===== src/rtl/clkdiv_pkg.sv =====
// Shared defaults and helpers for the programmable clock divider.
package clkdiv_pkg;

    localparam int unsigned NCH_DEF         = 4;
    localparam int unsigned DIV_W_DEF       = 16;
    localparam int unsigned DEFAULT_DIV_DEF = 2000;

    // High time of a period of n cycles: odd periods spend the extra cycle high.
    function automatic logic [31:0] half_period(input logic [31:0] n);
        logic [32:0] sum;
        sum = 33'(n) + 33'd1;
        return 32'(sum >> 1);
    endfunction

endpackage


===== src/rtl/prog_clock_divider_if.sv =====
// Divisor-update handshake between a configuration master and the divider.
interface prog_clock_divider_if
    import clkdiv_pkg::*;
#(
    parameter int unsigned NCH   = NCH_DEF,
    parameter int unsigned DIV_W = DIV_W_DEF
);

    localparam int unsigned CH_W = (NCH > 1) ? $clog2(NCH) : 1;

    logic             cfg_valid;
    logic             cfg_ready;
    logic [CH_W-1:0]  cfg_ch;
    logic [DIV_W-1:0] cfg_div;

    modport master (
        output cfg_valid,
        output cfg_ch,
        output cfg_div,
        input  cfg_ready
    );

    modport slave (
        input  cfg_valid,
        input  cfg_ch,
        input  cfg_div,
        output cfg_ready
    );

endinterface


===== src/rtl/clkdiv_channel.sv =====
// One divider channel: period counter, staged (shadow) divisor and registered outputs.
module clkdiv_channel
    import clkdiv_pkg::*;
#(
    parameter int unsigned DIV_W       = DIV_W_DEF,
    parameter int unsigned DEFAULT_DIV = DEFAULT_DIV_DEF
) (
    input  logic             clk,
    input  logic             reset,
    input  logic             en,
    input  logic             sync,
    input  logic             load,
    input  logic [DIV_W-1:0] load_div,
    output logic             clk_out,
    output logic             tick,
    output logic             pending
);

    logic [DIV_W-1:0] cnt;
    logic [DIV_W-1:0] div;
    logic [DIV_W-1:0] shadow;
    logic [DIV_W-1:0] high_time;
    logic             run;
    logic             wrap;
    logic             apply;

    // A staged divisor only lands on a period boundary, so no period is ever cut short.
    always_comb begin
        high_time = DIV_W'(half_period(32'(div)));
        run       = en && (div != '0);
        wrap      = run && (cnt == div - DIV_W'(1));
        apply     = pending && (sync || wrap || !run);
    end

    always_ff @(posedge clk) begin
        if (reset) begin
            cnt     <= '0;
            div     <= DIV_W'(DEFAULT_DIV);
            shadow  <= DIV_W'(DEFAULT_DIV);
            pending <= 1'b0;
            clk_out <= 1'b0;
            tick    <= 1'b0;
        end else begin
            clk_out <= run && (cnt < high_time);
            tick    <= run && (cnt == '0);
            cnt     <= (run && !wrap && !sync) ? cnt + DIV_W'(1) : '0;
            // load requires !pending and apply requires pending, so they never collide
            if (apply) begin
                div     <= shadow;
                pending <= 1'b0;
            end else if (load) begin
                shadow  <= load_div;
                pending <= 1'b1;
            end
        end
    end

endmodule


===== src/rtl/prog_clock_divider.sv =====
// Multi-channel programmable clock divider with glitch-free divisor updates.
// Optional CLKDIV_SYNC_START_EN adds a sync_start input that phase-aligns all channels.
module prog_clock_divider
    import clkdiv_pkg::*;
#(
    parameter int unsigned NCH         = NCH_DEF,
    parameter int unsigned DIV_W       = DIV_W_DEF,
    parameter int unsigned DEFAULT_DIV = DEFAULT_DIV_DEF
) (
    input  logic                       clk,
    input  logic                       reset,
    input  logic [NCH-1:0]             en,
`ifdef CLKDIV_SYNC_START_EN
    input  logic                       sync_start,
`endif
    prog_clock_divider_if.slave        cfg,
    output logic [NCH-1:0]             clk_out,
    output logic [NCH-1:0]             tick,
    output logic [NCH-1:0]             pending
);

    localparam int unsigned CH_W = (NCH > 1) ? $clog2(NCH) : 1;

    logic           sync;
    logic           ready;
    logic [NCH-1:0] load;

`ifdef CLKDIV_SYNC_START_EN
    assign sync = sync_start;
`else
    assign sync = 1'b0;
`endif

    // Channel select decode; an out-of-range channel matches nothing and stays not-ready.
    always_comb begin
        ready = 1'b0;
        load  = '0;
        for (int i = 0; i < NCH; i++) begin
            if (cfg.cfg_ch == CH_W'(i)) begin
                ready = !pending[i];
            end
        end
        for (int i = 0; i < NCH; i++) begin
            load[i] = cfg.cfg_valid && ready && (cfg.cfg_ch == CH_W'(i));
        end
    end

    assign cfg.cfg_ready = ready;

    for (genvar g = 0; g < NCH; g++) begin : g_ch
        clkdiv_channel #(
            .DIV_W       (DIV_W),
            .DEFAULT_DIV (DEFAULT_DIV)
        ) u_ch (
            .clk      (clk),
            .reset    (reset),
            .en       (en[g]),
            .sync     (sync),
            .load     (load[g]),
            .load_div (cfg.cfg_div),
            .clk_out  (clk_out[g]),
            .tick     (tick[g]),
            .pending  (pending[g])
        );
    end

endmodule


===== src/flat_wrapper.sv =====
// flat-port wrapper written by rule: the top's interface ports become plain ports
module prog_clock_divider_flat import clkdiv_pkg::*;
#(
    parameter int unsigned NCH         = NCH_DEF,
    parameter int unsigned DIV_W       = DIV_W_DEF,
    parameter int unsigned DEFAULT_DIV = DEFAULT_DIV_DEF
)
  (clk, reset, en, clk_out, tick, pending, cfg_cfg_valid, cfg_cfg_ch, cfg_cfg_div, cfg_cfg_ready);
  prog_clock_divider_if #(.NCH(NCH), .DIV_W(DIV_W)) cfg_i ();
  input  logic clk;
  input  logic reset;
  input  logic [NCH-1:0] en;
  output logic [NCH-1:0] clk_out;
  output logic [NCH-1:0] tick;
  output logic [NCH-1:0] pending;
  input wire logic [$bits(cfg_i.cfg_valid)-1:0] cfg_cfg_valid;
  input wire logic [$bits(cfg_i.cfg_ch)-1:0] cfg_cfg_ch;
  input wire logic [$bits(cfg_i.cfg_div)-1:0] cfg_cfg_div;
  output wire logic [$bits(cfg_i.cfg_ready)-1:0] cfg_cfg_ready;
  assign cfg_i.cfg_valid = cfg_cfg_valid;
  assign cfg_i.cfg_ch = cfg_cfg_ch;
  assign cfg_i.cfg_div = cfg_cfg_div;
  assign cfg_cfg_ready = cfg_i.cfg_ready;
  prog_clock_divider #(.NCH(NCH), .DIV_W(DIV_W), .DEFAULT_DIV(DEFAULT_DIV)) u_core (.clk(clk), .reset(reset), .en(en), .cfg(cfg_i), .clk_out(clk_out), .tick(tick), .pending(pending));
endmodule

===== config.mk =====
export PLATFORM = sky130hd
export DESIGN_NAME = prog_clock_divider_flat
export DESIGN_NICKNAME = d
export VERILOG_FILES = /design/src/rtl/clkdiv_pkg.sv /design/src/rtl/prog_clock_divider_if.sv /design/src/rtl/clkdiv_channel.sv /design/src/rtl/prog_clock_divider.sv /design/src/flat_wrapper.sv
export SDC_FILE = /design/constraint.sdc
export NUM_CORES = 1
export LEC_CHECK = 0
export CORE_MARGIN = 8
export CORE_UTILIZATION = 39
export CTS_CLUSTER_SIZE = 30
export DETAILED_ROUTE_END_ITERATION = 7
export GPL_TIMING_DRIVEN = 0
export SLEW_MARGIN = 40
export SYNTH_ARGS = -nofsm -noshare
export SYNTH_HDL_FRONTEND = slang
export SYNTH_SLANG_ARGS = --single-unit

===== constraint.sdc =====
create_clock -name clk -period 3.55 [get_ports clk]
set_clock_uncertainty 0.15 [all_clocks]
set_input_delay 0.71 -clock clk [delete_from_list [all_inputs] [get_ports clk]]
set_output_delay 0.71 -clock clk [all_outputs]
set_load 0.05 [all_outputs]

== Word level (Yosys, flattened, before mapping) ==
Cells that the tools add are included.

* Bits of input ports: 25
* Register bits after elaboration: 204
* Output and inout bits: 13
* Logic and storage cells: 125

* Reduce and logical (&&, ||, !) cells: 66
* $add $sub $neg: 12
* Equal/unequal tests: 7
* Bitwise gates (word level): 8
* Multiplexer cells: 4
* Order comparisons: 4

{| class="wikitable"
|+ Operators by type and width
! cell !! number
|-
| $add A16 B1 Y17 const B || 4
|-
| $add A16 B1 Y16 const B || 4
|-
| $eq A16 B16 Y1 || 4
|-
| $logic_not A16 Y1 || 4
|-
| $lt A16 B16 Y1 || 4
|-
| $reduce_bool A16 Y1 || 4
|-
| $sub A16 B1 Y16 const B || 4
|-
| $logic_and A1 B1 Y1 || 29
|-
| $reduce_or A2 Y1 || 8
|-
| $logic_not A1 Y1 || 12
|-
| $not A1 Y1 || 8
|-
| $reduce_and A2 Y1 || 4
|-
| $eq A2 B2 Y1 const B || 2
|-
| $logic_or A1 B1 Y1 || 4
|-
| $mux W1 || 4
|-
| $eq A2 B1 Y1 const B || 1
|-
| $logic_not A2 Y1 || 1
|}

== Longest topological paths before layout ==
* Word-level depth: 8
* Depth in mapped cells: 14
* Gate-level depth less buffers: 13

== Modules after synthesis ==
A second synthesis with hierarchy kept.

* Cells, all modules: 1523
* Area total of the unflattened synthesis: 13141.4 um^2

{| class="wikitable"
|+ Modules (own cells, without submodules)
! module !! area each (um^2) !! cells an instance !! instances !! seq. area each (um^2)
|-
| clkdiv_channel at u_core.g_ch[0].u_ch ... || 3269.4 || 378 || 3 || 1021.0
|-
| clkdiv_channel at u_core.g_ch[1].u_ch || 3268.1 || 381 || 1 || 1021.0
|-
| prog_clock_divider || 65.1 || 8 || 1 || 0.0
|}

== Least setup slack after synthesis ==
Ideal clock, no wire load.

* Path kind: register to register
* From: reg u_core.g_ch[0].u_ch.div[0]
* To: reg u_core.g_ch[0].u_ch.div[0]
* Data required time: 3264 ps
* Period minus slack after synthesis: 3172 ps
* Path buffers: 3
* Path slack: 378 ps
* Stages on the path, launching flop included: 13
* Data arrival time: 2886 ps
* Cell sequence: dfxtp_1 inv_1 ha_1 or3b_1 buf_2 or3_4 o31ai_2 nand3_1 or4_4 buf_6 buf_2 mux2i_1 o311ai_1

* Word-level cells in the longest chain between the ends: 5
* Elaborated cells between the ends (all ways): 8

{| class="wikitable"
|+ Ends and longest elaborated chain
! element !! line !! text
|-
| start: declaration || clkdiv_channel.sv:20 || <nowiki>logic [DIV_W-1:0] div;</nowiki>
|-
| start signal: assignment || clkdiv_channel.sv:38 || <nowiki>div <= DIV_W'(DEFAULT_DIV);</nowiki>
|-
| start signal: assignment || clkdiv_channel.sv:49 || <nowiki>div <= shadow;</nowiki>
|-
| $sub A16 B1 Y16 / $reduce_bool A16 Y1 (equally long branches) || clkdiv_channel.sv:31, clkdiv_channel.sv:30 ||
|-
| $eq A16 B16 Y1 / $logic_and A1 B1 Y1 (equally long branches) || clkdiv_channel.sv:31, clkdiv_channel.sv:30 ||
|-
| $logic_and A1 B1 Y1 / $logic_not A1 Y1 (equally long branches) || clkdiv_channel.sv:31, clkdiv_channel.sv:32 ||
|-
| $logic_or A1 B1 Y1 * || clkdiv_channel.sv:32 || <nowiki>apply = pending && (sync || wrap || !run);</nowiki>
|-
| $logic_and A1 B1 Y1 * || clkdiv_channel.sv:32 ||
|}

Mark *: on every way between the ends. The rest lies on a longest branch, timed or not.
A chain may end at the register's enable or synchronous reset.

== Final worst setup path ==
Same ends and word-level chain as after synthesis.

==> results.toml <==
[critical_path]
startpoint = "u_core.g_ch[0].u_ch.div[0]$_SDFFE_PP0P_"
cp_max_fo = 10
start_kind = "flop"
end_kind = "flop"
cp.required_ns = 3.79
cp.arrival_ns = 3.63
regToRegStartpoint = "u_core.g_ch[0].u_ch.div[0]$_SDFFE_PP0P_"
critPathKind = "reg -> reg"

[sta]
setup_viol = 0
worstMarginPinSlew_ns = 0.7954
fin_ws_ns = 0.1546
holdWs_ns = 0.3057
drv_slew = 0
hold_viol = 0
fin_crit_sh_pct = 95.65
max_slew_margin_pct = 46.97
max_freq_ghz = 0.2945
fin_crit_ns = 3.395

[synthesis]
ys_async_sr_fraction_pct = 0
synth-edff-count = 0
ys_seq_elements = 204
yosysMostFrequentCell = "nand2_1"
seq_area_frac_synth_pct = 29.97
syn_area_um2 = 13630
ys.flop_type = "dfxtp_1"
synth_top_area_cell = "dfxtp_1"
synth.area.top_cells = "dfxtp_1 (30%), ha_1 (7.0%), xor2_1 (6.6%)"
synth_top_area_share_pct = 29.97
syn_inst = 1725
syn_nets = 1826
syn_area_per_cell_um2 = 7.900
synth_common_cells = "nand2_1 (218), dfxtp_1 (204), nor2_1 (132), clkbuf_1 (115), xor2_1 (103)"
yosysUniqueCellTypes = 73
synth_warnings = 0

[drt]
finalWirelength_um = 37230
ant_nets = 0
wl_per_cell_um = 16.46
via_count = 12170
drc_errors = 0
drtIter0Drc = 795
drt_pass1_iterations = 7
routed_via_density = 5.378

[global_routing]
antenna_found_initial = 0
grt_first_pass_wirelength_um = 61860
grt_overflow = 0
grt_start_max_net_pins = 14
grtUsageTotal_pct = 17.77
grt_pass1_vias = 11950

[layout]
fin_util_pct = 44.96
area_delta_synth_final_pct = 13.68
n_antenna_cell = 0
nNetsFinal = 1891
layout.cells.non_filler = 2262
drive_gt1_share_pct = 7.250

[flow_run]
maxCapViolCount = 0

[clock_tree]
cts-root-buf = "clkbuf_16"
clk_path_buf_depth = 3
cts_hold_buffers = 0
clock_latency_ns = 0.54
cts.sinks = 204
clkTransAtPathRegs_ns = 0.06
cts_tree = "done"
cts_made_buffers = 25
htree_levels = 1

[floorplan]
num_io_pins = 38
rows = 68
die-height_um = 202.9
core_um2 = 34460
start_util_pct = 39.55
chipWidth_um = 202.9
dieArea_um2 = 41180

[pwr]
peakVddDrop_uv = 339.0
power_switching_w = 0.001325
pwr-share-clk_pct = 48.3
p_sw_share_pct = 24.87
leakagePower_nw = 5.572
finalPower_w = 0.005326
p_per_area_nw_per_um2 = 343.8
intPower_w = 0.004001
combinationalPowerShare_pct = 7.3
p_seq_share_pct = 44.4

[outcome]
outcome = "complete, no violations"

[hold_path]
min_from = "u_core.g_ch[3].u_ch.shadow[5]$_SDFFE_PP0P_"
hold_path.class = "reg -> reg"

[placed_design]
place_inst = 2215
dp_hpwl_um = 27670
io_buffers = 35
place_ws_ns = -0.3060
gp_congestion = 0.8679
## per-stage QoR
| step | area (um2) | setup TNS (ns) |
|---|---|---|
| 2_1_floorplan | 13630 | 0 |
| 3_3_place_gp | 14550 | -9.901 |
| 3_5_place_dp | 14550 | -6.991 |
| 4_1_cts | 15380 | -0.04615 |
| 5_1_grt | 15490 | -0.006947 |
| 6_report | 15490 | 0 |
## cells by family (layout without fill, tap and decap cells)
group                      after synthesis  count (layout)  synth area share (%)
and+or+nand+nor                        794             794                 29.76
buffers and inverters                  180             262                 5.628
adders and majority gates               76              76                 6.978
xor gates and xnor gates               189             189                 12.15
DFF                                    204             204                 29.97
muxes                                   46              46                 3.617
AOI/OAI and AO/OA                      236             236                 11.90
## cell usage in the layout, fill, tap and decap left out, types with 25 or more instances in the layout
cell             count
a21o_1              25
a21oi_1             83
and3_1              39
clkbuf_1           112
clkbuf_16           25
clkdlybuf4s50_1     34
dfxtp_1            200
ha_1                75
inv_1               26
mux2i_1             38
nand2_1            218
nand2b_1            55
nand3_1             77
nand3b_1            29
nand4_1             27
nor2_1             131
nor3_1              96
nor3b_1             36
o21ai_0             25
xnor2_1             86
xor2_1             103
## area by class of cell
type	count	area (um2)
Fill cell	3501	18970
Multi-Input combinational cell	1341	8852
Sequential cell	204	4091
Clock buffer	35	703.2
Buffer	150	675.6
Tap cell	455	569.3
Timing Repair Buffer	40	382.9
Clock inverter	9	112.6
Inverter	28	105.1
## worst max-delay path: stages (launching register included)
cell	delay, ns
dfxtp_4	0.37
inv_2	0.08
ha_2	0.20
or3b_1	0.36
buf_4	0.17
or3_4	0.42
o31ai_4	0.26
nand3_1	0.10
or4_4	0.51
buf_6	0.17
buf_4	0.18
mux2i_1	0.15
o311ai_1	0.12
## layer usage
layer,vias to the layer above,track usage (%),part of all wire [%]
met1,5692,23.30,47
met5,-,0,0
met2,268,29.89,46
li1,6142,-,-
met3,64,2.263,4.3
met4,0,5.672,2.7
## power by group through the flow
| stage | registers, W | logic [W] | clock network, W |
|---|---|---|---|
| 2_1_floorplan | 0.00241 | 0.000244 | 0 |
| 3_3_place_gp | 0.00241 | 0.000381 | 0 |
| 3_5_place_dp | 0.00241 | 0.000385 | 0 |
| 4_1_cts | 0.00237 | 0.000387 | 0.00264 |
| 5_1_grt | 0.00237 | 0.000423 | 0.00273 |
| 6_report | 0.00236 | 0.000388 | 0.00257 |
## registers in the layout, summed over array words and instances, names as in the netlist
signal and cells:
u_core.g_ch.u_ch.pending 4, u_core.g_ch.u_ch.clk_out 4, u_core.g_ch.u_ch.cnt 64, u_core.g_ch.u_ch.shadow 64, u_core.g_ch.u_ch.div 64, u_core.g_ch.u_ch.tick 4
## repair_timing
action / in CTS / in global routing
buffers inserted: 1 / 4
endpoints found under the setup margin: 62 / 103
pin swaps: 1 / 2
endpoints found under the hold margin: 0 / 0
resized for setup: 6 / 41
## final timing paths
| kind | to | cells after the start | slack, ns |
|---|---|---|---|
| setup reg to reg | u_core.g_ch[0].u_ch.div[0]$_SDFFE_PP0P_ | 12 | 0.15 |
| setup / recovery | u_core.g_ch[0].u_ch.div[0]$_SDFFE_PP0P_ | 12 | 0.15 |
| hold / removal | u_core.g_ch[3].u_ch.shadow[5]$_SDFFE_PP0P_ | 2 | 0.31 |
| hold reg to reg | u_core.g_ch[3].u_ch.shadow[5]$_SDFFE_PP0P_ | 2 | 0.31 |
Power figures use the tool's default switching activity.
